File: src/rtl/ram_arb_pkg.sv
// Shared owner-FSM encoding and requester indices for the RAM port arbiter.
package ram_arb_pkg;

    typedef enum logic [1:0] {
        IDLE  = 2'd0,
        OWN_A = 2'd1,
        OWN_B = 2'd2
    } owner_e;

    localparam int REQ_A = 0;
    localparam int REQ_B = 1;

endpackage

File: src/rtl/ram_arb_rr2.sv
// Two-requester arbitration decision: a lone requester wins; on contention
// the requester that did not win most recently is granted.
module ram_arb_rr2
    import ram_arb_pkg::*;
(
    input  logic [1:0] req,
    input  logic       last,
    output logic [1:0] gnt
);

    // One-hot grant, biased away from the last winner on contention
    always_comb begin
        gnt = 2'b00;
        if (req[REQ_A] && req[REQ_B]) begin
            if (last == 1'(REQ_A)) gnt[REQ_B] = 1'b1;
            else                   gnt[REQ_A] = 1'b1;
        end else begin
            gnt = req;
        end
    end

endmodule

File: src/rtl/ram_port_arbiter.sv
// Two-port arbiter in front of a single-port RAM with asynchronous read.
// Ownership can be locked across accesses; reads return one cycle later.
// Build option: RAM_ARB_ROUND_ROBIN_EN selects round-robin contention
// resolution; without it port A always wins contention.
module ram_port_arbiter
    import ram_arb_pkg::*;
#(
    parameter int ADDR_WIDTH = 2,
    parameter int DATA_WIDTH = 3
) (
    input  logic                  clk,
    input  logic                  rst_n,
    input  logic                  req_a,
    input  logic                  req_b,
    input  logic                  we_a,
    input  logic                  we_b,
    input  logic                  lock_a,
    input  logic                  lock_b,
    input  logic [ADDR_WIDTH-1:0] addr_a,
    input  logic [ADDR_WIDTH-1:0] addr_b,
    input  logic [DATA_WIDTH-1:0] wdata_a,
    input  logic [DATA_WIDTH-1:0] wdata_b,
    output logic                  gnt_a,
    output logic                  gnt_b,
    output logic                  rvalid_a,
    output logic                  rvalid_b,
    output logic [DATA_WIDTH-1:0] rdata_a,
    output logic [DATA_WIDTH-1:0] rdata_b,
    output logic                  ram_we,
    output logic [ADDR_WIDTH-1:0] ram_addr,
    output logic [DATA_WIDTH-1:0] ram_wdata,
    input  logic [DATA_WIDTH-1:0] ram_rdata
);

    owner_e                state, state_nxt;
    logic                  last_win;
    logic [1:0]            arb_gnt;
    logic                  xfer;
    logic [ADDR_WIDTH-1:0] addr_q;
    logic [DATA_WIDTH-1:0] wdata_q;

`ifdef RAM_ARB_ROUND_ROBIN_EN
    // Remember who transferred last so contention alternates
    always_ff @(posedge clk or negedge rst_n) begin
        if (!rst_n)    last_win <= 1'(REQ_B);
        else if (xfer) last_win <= gnt_b ? 1'(REQ_B) : 1'(REQ_A);
    end
`else
    // Pinning the last winner to B makes the arbiter a fixed A-priority one
    assign last_win = 1'(REQ_B);
`endif

    ram_arb_rr2 u_rr2 (
        .req  ({req_b, req_a}),
        .last (last_win),
        .gnt  (arb_gnt)
    );

    // Grants: owner-only while locked, arbiter decision when idle, none in reset
    always_comb begin
        gnt_a = 1'b0;
        gnt_b = 1'b0;
        if (rst_n) begin
            case (state)
                OWN_A:   gnt_a = req_a;
                OWN_B:   gnt_b = req_b;
                default: begin
                    gnt_a = arb_gnt[REQ_A];
                    gnt_b = arb_gnt[REQ_B];
                end
            endcase
        end
    end

    assign xfer = gnt_a | gnt_b;

    // Next owner: a transfer with lock keeps ownership, anything else frees it
    always_comb begin
        state_nxt = IDLE;
        if (gnt_a)      state_nxt = lock_a ? OWN_A : IDLE;
        else if (gnt_b) state_nxt = lock_b ? OWN_B : IDLE;
    end

    // Owner state register
    always_ff @(posedge clk or negedge rst_n) begin
        if (!rst_n) state <= IDLE;
        else        state <= state_nxt;
    end

    // RAM side follows the winner combinationally and holds between transfers
    assign ram_we    = (gnt_a & we_a) | (gnt_b & we_b);
    assign ram_addr  = gnt_a ? addr_a  : (gnt_b ? addr_b  : addr_q);
    assign ram_wdata = gnt_a ? wdata_a : (gnt_b ? wdata_b : wdata_q);

    // Capture the last transferred address/data for the hold behaviour
    always_ff @(posedge clk or negedge rst_n) begin
        if (!rst_n) begin
            addr_q  <= '0;
            wdata_q <= '0;
        end else if (xfer) begin
            addr_q  <= ram_addr;
            wdata_q <= ram_wdata;
        end
    end

    // Read return: one-cycle valid pulse, data held until the next read
    always_ff @(posedge clk or negedge rst_n) begin
        if (!rst_n) begin
            rvalid_a <= 1'b0;
            rvalid_b <= 1'b0;
            rdata_a  <= '0;
            rdata_b  <= '0;
        end else begin
            rvalid_a <= gnt_a & ~we_a;
            rvalid_b <= gnt_b & ~we_b;
            if (gnt_a && !we_a) rdata_a <= ram_rdata;
            if (gnt_b && !we_b) rdata_b <= ram_rdata;
        end
    end

endmodule
File: config.mk
export PLATFORM = sky130hd
export DESIGN_NAME = ram_port_arbiter
export DESIGN_NICKNAME = d
export VERILOG_FILES = /design/src/rtl/ram_arb_pkg.sv /design/src/rtl/ram_arb_rr2.sv /design/src/rtl/ram_port_arbiter.sv
export SDC_FILE = /design/constraint.sdc
export NUM_CORES = 1
export LEC_CHECK = 0
export ABC_AREA = 0
export CORE_MARGIN = 3
export CORE_UTILIZATION = 42
export CTS_CLUSTER_DIAMETER = 200
export DETAILED_ROUTE_END_ITERATION = 7
export PLACE_DENSITY_LB_ADDON = 0.08
export REMOVE_ABC_BUFFERS = 1
export SYNTH_ARGS = -nofsm -noshare
export SYNTH_HDL_FRONTEND = slang
export SYNTH_SLANG_ARGS = --single-unit
File: constraint.sdc
create_clock -name clk -period 3.2 [get_ports clk]
set_clock_uncertainty 0.2 [all_clocks]
set_input_delay 0.64 -clock clk [delete_from_list [all_inputs] [get_ports clk]]
set_output_delay 0.64 -clock clk [all_outputs]
set_load 0.05 [all_outputs]
# After elaboration in Yosys (flattened, before gate mapping)
# Cells that the tools add are included.
[op_classes] n_eq_ne=2 mux=13 bitwise_logic=8 reduce_logical=5
[ops] operator="$mux 2" n=6
[ops] operator="$mux 3" n=2
[ops] operator="$and 1x1->1" n=4
[ops] operator="$pmux 1 s2" n=2
[ops] operator="$logic_and 1x1->1" n=3
[ops] operator="$mux 1" n=3
[ops] operator="$eq 2x1->1 const B" n=1
[ops] operator="$eq 2x2->1 const B" n=1
[ops] operator="$logic_not 1->1" n=2
[ops] operator="$not 1->1" n=2
[ops] operator="$or 1x1->1" n=2
[totals] ff_bits=15 input_bits=21 out_inout_bits=16 wordCells=35

# Depth between registers and ports, before layout
# Gate-level depths: netlist of run 1.
[logic_depth] ltp_word=6 mapped_depth=6 mapped_depth_nobuf=6

# Hierarchy
# From an unflattened synthesis of run 1, not the netlist that was laid out.
[hier_totals] cells_unflattened=71 hier_area_um2=800.8
[by_module_without_submodules] mod="ram_port_arbiter" n_inst=1 cells_each=68 area_each_um2=782.0 seq_area_each_um2=375.4
[by_module_without_submodules] mod="ram_arb_rr2" n_inst=1 cells_each=3 area_each_um2=18.8 seq_area_each_um2=0.0

# Least setup slack after synthesis of run 1
# OpenSTA, ideal clock, no wires.
[synth_path] path_kind="register -> output" from="reg state[0]" to="out ram_we" arrival_time_ps=2771 required_time_ps=2360 slack_ps=-411 path_stages_with_launch=7 n_path_buf=1 cell_sequence="dfrtp_1 > inv_1 > ha_1 > and2_1 > clkbuf_1 > nor3_1 > a22o_1"
[synth_between] elab_chain_cells=5 word_cells_on_any_way=9 classes_between="eq/ne: 2; mux: 4; bitwise: 3"
[synth_rtl] item="start, declared" line_no="ram_port_arbiter.sv:35" source="owner_e state, state_nxt;"
[synth_rtl] item="start signal, assigned" line_no="ram_port_arbiter.sv:87" source="else state <= state_nxt;"
[synth_rtl] item="$eq 2x2->1 or $eq 2x1->1 (tied branches)" line_no="ram_port_arbiter.sv:64" source="case (state)"
[synth_rtl] item="$pmux 1 s2 *" line_no="ram_port_arbiter.sv:64"
[synth_rtl] item="$mux 1 *" line_no="ram_port_arbiter.sv:63" source="if (rst_n) begin"
[synth_rtl] item="via gnt_b" line_no="ram_port_arbiter.sv:24" source="output logic gnt_b,"
[synth_rtl] item="$and 1x1->1 *" line_no="ram_port_arbiter.sv:91" source="assign ram_we = (gnt_a & we_a) | (gnt_b & we_b);"
[synth_rtl] item="$or 1x1->1 *" line_no="ram_port_arbiter.sv:91"
[synth_rtl] item="end, declared" line_no="ram_port_arbiter.sv:29" source="output logic ram_we,"
# The timed path passes the listed nets; every way through them passes the cells marked *.

# Worst setup path after layout of run 1
[layout_path] from="reg state[0]" to="out ram_wdata[1]"
[layout_between] elab_chain_cells=5 word_cells_on_any_way=8 classes_between="eq/ne: 2; mux: 6"
[layout_rtl] item="$eq 2x2->1 or $eq 2x1->1 (tied branches)" line_no="ram_port_arbiter.sv:64"
[layout_rtl] item="$pmux 1 s2" line_no="ram_port_arbiter.sv:64"
[layout_rtl] item="$mux 1" line_no="ram_port_arbiter.sv:63"
[layout_rtl] item="$mux 3" line_no="ram_port_arbiter.sv:93" source="assign ram_wdata = gnt_a ? wdata_a : (gnt_b ? wdata_b : wdata_q);"
[layout_rtl] item="$mux 3 *" line_no="ram_port_arbiter.sv:93"
[layout_rtl] item="end, declared" line_no="ram_port_arbiter.sv:31" source="output logic [DATA_WIDTH-1:0] ram_wdata,"
# Mark *: on every way between the ends. The rest lies on a longest branch, timed or not.

==> results of run 1 <==
-- through the flow --
| stage | std cells | setup slack (ps) | hold WS [ps] | setup TNS [ps] | power (W) |
|---|---|---|---|---|---|
| after floorplan | 68 | -322.5 | 144.4 | -322.5 | 0.0004218 |
| after global placement | 133 | 264.3 | 268.7 | 0 | 0.0005748 |
| after detailed placement | 133 | 223.3 | 277.7 | 0 | 0.0005817 |
| after CTS | 137 | 174.8 | 301.5 | 0 | 0.0006924 |
| after global routing | 137 | 68.86 | 336.8 | 0 | 0.0007210 |
| final | 137 | 189.6 | 297.1 | 0 | 0.0006860 |
-- cell usage after synthesis (2+ instances only) --
cell type	count
a31oi_1	5
nor2_1	6
inv_1	2
and2_1	2
ha_1	2
a21oi_1	10
dfrtp_1	15
and3_1	6
o31ai_1	5
mux2_2	3
mux2_1	3
-- where the power goes --
group / leakage (nW) / internal (W) / total [W] / switching (W)
Combinational: 0.350 / 0.000144 / 0.000342 / 0.000198
Sequential: 0.183 / 0.000222 / 0.000235 / 0.0000130
Clock: 0.0150 / 0.0000484 / 0.000109 / 0.0000607
-- registers in the layout, summed over array words and instances (netlist names) --
| register | count |
|---|---|
| wdata_q | 3 |
| rdata_b | 3 |
| rvalid_b | 1 |
| state | 2 |
| rvalid_a | 1 |
| rdata_a | 3 |
| addr_q | 2 |
-- routing by layer --
layer	vias to the layer above	wire length [um]	global-route usage [%]
li1	343	-	-
met1	357	918	27.15
met2	28	1069	36.41
met3	2	103	4.797
met4	0	17	6.989
met5	-	0	0
-- worst min path at each step --
stage	to	cells past startpoint	slack, ps
2_1_floorplan	addr_q[0]	0	140
3_3_place_gp	rdata_b[0]	1	270
3_5_place_dp	rdata_b[1]	1	280
4_1_cts	rdata_b[2]	1	300
5_1_grt	rdata_a[0]	1	340
6_report	rdata_b[1]	1	300
-- layout make-up --
type,count,share of cell area (%)
flip-flops and latches,15,29.44
well taps,24,2.355
multi-input cells,50,27.77
inverters,3,0.8832
clock buffers,4,2.061
repair buffers,41,37.49
-- critical path, delay by kind of cell (launching register included) --
family	cells	cell delay (ps)
flops	1	360
buf+inv	2	230
simple gates	1	480
fa+ha+maj	1	350
compound gates	2	460
-- logic make-up after synthesis --
logic type      count (synthesis)  share of synthesized area, %
compound gates                 22                         18.82
simple gates                   20                         16.30
flops                          15                         50.42
mux                             6                         9.075
fa+ha+maj                       2                         3.361
buf+inv                         4                         2.016
-- cell usage in the layout (no fill, tap or decap), drive strengths merged, types with 2 or more instances in the layout --
cell / count
clkbuf: 4
and2: 2
and3: 6
dfrtp: 15
clkdlybuf4s50: 28
nand2: 2
a31oi: 5
nor2: 7
buf: 13
o31ai: 5
inv: 2
ha: 2
mux2: 6
a21oi: 10
==> flow_summary.ini, run 1 <==
[placement]
place_area_sq_um = 1249
port_buffers = 36
dp_hpwl_mm = 1.694
gp_congestion = 0.8207

[layout]
fillers = 105
synthToLayoutAreaGrowth_pct = 71.26
post-route-util_pct = 79.98
fin_area_sq_um = 1275
nNetsFinal = 137
drive_gt1_share_pct = 21.24
multi_input_area_sq_um = 354.1
n_antenna_cell = 0
layout.area.seq_sq_um = 375.4

[detailed_routing]
drt_pre_antenna_iters = 4
wl_per_cell_um = 15.38
via_count = 730
avgViaCountPerCell = 5.328
wirelength_mm = 2.107
drc = 0
drtAntennaViolNets = 0
drt_iter0_drc = 34

[setup_path]
crit_path_end_kind = output pin
critical-path-slowest-cell = nor2_1
path_cells = inv_1 > ha_1 > nor2_1 > o31ai_1 > a21oi_1 > buf_12
r2r_setup_slack_ps = 1150
slowest_delay_ps = 480
crit_start = state[0]
cp.arrival_ps = 2170
r2r-start = state[0]
critPathMaxFanout = 7
start_kind = register
cp.required_ps = 2360
r2r_end = rdata_b[0]
path_class = reg2out
crit_end = ram_wdata[1]
reg2regPathDepth = 5

[pwr]
powerDensity_nw_per_um2 = 538.1
ir_drop_mv = 0.3974
total_leakage_power_nw = 0.5486

[worst_hold_path]
worstHoldStart = rdata_b[1]
hold_class = reg2reg

[cts]
cts_num_sinks = 15
ctsHoldBuffers = 0
cts_setup_buffers = 0
path_clk_slew_ps = 90
cts_tree = built
cts-root-buf = clkbuf_4
ctsResizeCount = 0
clock_latency_ps = 280
cts_buffer_depth = 2
htree_levels = 1
numCtsBuffers = 3

[sta]
maxSlewHeadroom_pct = 60.64
timing.fmax_ghz = 0.3322
drv_slew = 0
layout_worst_path_cycle_share_pct = 94.08
rsz0062_at_grt = no
hold_viol_final = 0
final.min_clock_period_ps = 3010
setup_viol = 0
tightest_slew_ps = 588.2

[floorplan]
core-area_sq_um = 1594
die_h_um = 48.10
core.rowCount = 14
start_util_pct = 46.70
pin_count = 37
die_w_um = 48.10
die-area_sq_um = 2314

[global_route]
antenna_found_initial = 0
grt_use_total_pct = 21.50
grt_max_degree = 11
grt_pass1_wl_mm = 3.387
grt_overflow_total = 0
grt_pass1_vias = 725

[yosys]
synth_flop_cell = dfrtp_1
synth-seq-cells = 15
synth.distinct_cells = 21
seq_area_frac_synth_pct = 50.42
synth-async-reset-ratio_pct = 100.0
synth_edf_count = 0
ys_warn_count = 0
synth.top_cell.area_share_pct = 50.42
synthesis.area_sq_um = 744.5
synth_cells = 69
syn_area_per_cell_sq_um = 10.79
synthTopCellsByArea = dfrtp_1 50%, a21oi_1 6.7%, and3_1 5.0%
yosysTopAreaCell = dfrtp_1

[flow_run]
drv_cap = 0

[status]
status = completed
No activity file was read; power rests on OpenSTA's default activity.
==> run 2: changes to the inputs <==
Settings changed: RECOVER_POWER from default to 50.
==> run 2 against run 1 <==
  * Setup slack gained 13 ps
  * Die area is the same
  * Worst hold slack lost 3.5 ps
  * Largest cell class unchanged
  * Wire length grew 0.81%
  * Combinational power is essentially flat
  * Critical path type is now in2out
  * Core utilization shrank 1.6 points
  * Via count grew 0.82%
==> flow_summary.ini, run 2 (same netlist as run 1, synthesis figures left out) <==
[status]
status = completed

[sta]
layout_worst_path_cycle_share_pct = 93.66
hold_viol_final = 0
drv_slew = 0
setup_viol = 0
maxSlewHeadroom_pct = 39.11
whs_ps = 293.6
final.min_clock_period_ps = 2997
tightest_slew_ps = 905.0
fin_ws_ps = 202.9
fin_tns_setup_ps = 0
rsz0062_at_grt = no
timing.fmax_ghz = 0.3337

[placement]
port_buffers = 36
dp_slack_ps = 223.3
placedCellCount = 133
dp_hpwl_mm = 1.694
gp_congestion = 0.8207

[cts]
clock_latency_ps = 280
cts_setup_buffers = 0
numCtsBuffers = 3
path_clk_slew_ps = 90
htree_levels = 1
ctsResizeCount = 0
cts_buffer_depth = 2
cts_tree = built
ctsHoldBuffers = 0
cts_num_sinks = 15
cts-root-buf = clkbuf_4

[setup_path]
path_class = in2out
reg2regPathDepth = 5
r2r-start = state[0]
r2r_end = rdata_b[0]
critPathMaxFanout = 5
cp.arrival_ps = 2160
crit_path_end_kind = output pin
cp.required_ps = 2360
r2r_setup_slack_ps = 750
start_kind = input port

[global_route]
grt_overflow_total = 0
grt_pass1_wl_mm = 3.387
antenna_found_initial = 0
grt_use_total_pct = 21.50
grt_pass1_vias = 725
grt_max_degree = 11

[pwr]
sw_frac_of_total_pct = 39.57
sequentialPowerShare_pct = 34.3
internal-power_w = 0.0004125
ir_drop_mv = 0.3965
combPwrFrac_pct = 49.6
clkPwrFrac_pct = 16.0
total_leakage_power_nw = 0.5401
switchingPower_w = 0.0002701
powerDensity_nw_per_um2 = 546.1

[layout]
synthToLayoutAreaGrowth_pct = 67.90
most-common-layout-cells = 28 x clkdlybuf4s50_1, 15 x dfrtp_1, 10 x a21oi_1
stdcell_count = 137
reg.largest.list = rdata_a (3), rdata_b (3), wdata_q (3)
n_antenna_cell = 0
nNetsFinal = 137
layout_commonest_cell = clkdlybuf4s50_1
fillers = 106
post-route-util_pct = 78.41
drive_gt1_share_pct = 17.70

[floorplan]
core-area_sq_um = 1594
core.rowCount = 14
die_w_um = 48.10
die-area_sq_um = 2314
pin_count = 37
start_util_pct = 46.70
die_h_um = 48.10

[detailed_routing]
drt_iter0_drc = 30
wl_per_cell_um = 15.50
drc = 0
drt_pre_antenna_iters = 4
avgViaCountPerCell = 5.372
drtAntennaViolNets = 0
wirelength_mm = 2.124
via_count = 736

[worst_hold_path]
hold_class = reg2reg
worstHoldStart = rdata_b[2]
worstHoldEndpoint = rdata_b[2]
min_path_cells = 1

[flow_run]
drv_cap = 0
==> run 2: power by group through the flow <==
stage	sequential (W)	clock [W]	combinational [W]
after global routing	0.000239	0.000122	0.000356
after CTS	0.000235	0.000114	0.000344
after global placement	0.000237	0	0.000338
after detailed placement	0.000239	0	0.000343
after floorplan	0.000307	0	0.000115
final	0.000234	0.000110	0.000339
==> run 2: area by class of cell <==
| cell class | count | area, sq um | share of cell area (%) |
|---|---|---|---|
| Clock buffer | 4 | 26.28 | 2.102 |
| Multi-Input combinational cell | 50 | 336.6 | 26.93 |
| Timing Repair Buffer | 41 | 470.5 | 37.64 |
| Tap cell | 24 | 30.03 | 2.402 |
| Inverter | 3 | 11.26 | 0.9009 |
| Sequential cell | 15 | 375.4 | 30.03 |
==> run 2: critical path, cell delays in order <==
cell and delay [ps]:
clkdlybuf4s50_1 570, clkbuf_1 210, and3_1 190, a31oi_1 110, a21oi_1 260, buf_12 170
==> run 2: metal layers <==
metal / up-vias / part of all wire (%) / track usage, %
met2: 38 / 52 / 36.41
met3: 2 / 5.7 / 4.797
met1: 350 / 42 / 27.15
met5: - / 0 / 0
li1: 346 / - / -
met4: 0 / 0.85 / 6.989
==> run 2: how the worst max path moves through the flow <==
stage                   from      endpoint  slack, ps  cells past startpoint
floorplan           state[0]        ram_we       -320                      5
global route        state[0]  ram_wdata[1]        110                      7
global placement       rst_n  ram_wdata[2]        260                      6
CTS                 state[0]  ram_wdata[1]        170                      6
detailed placement     rst_n  ram_wdata[1]        220                      6
finish                 rst_n   ram_addr[1]        200                      6
==> run 2: metrics by stage <==
step	instance area, sq um	power (W)
floorplan	740.7	0.0004218
global placement	1249	0.0005748
detailed placement	1249	0.0005817
CTS	1275	0.0006924
global route	1250	0.0007174
finish	1250	0.0006826
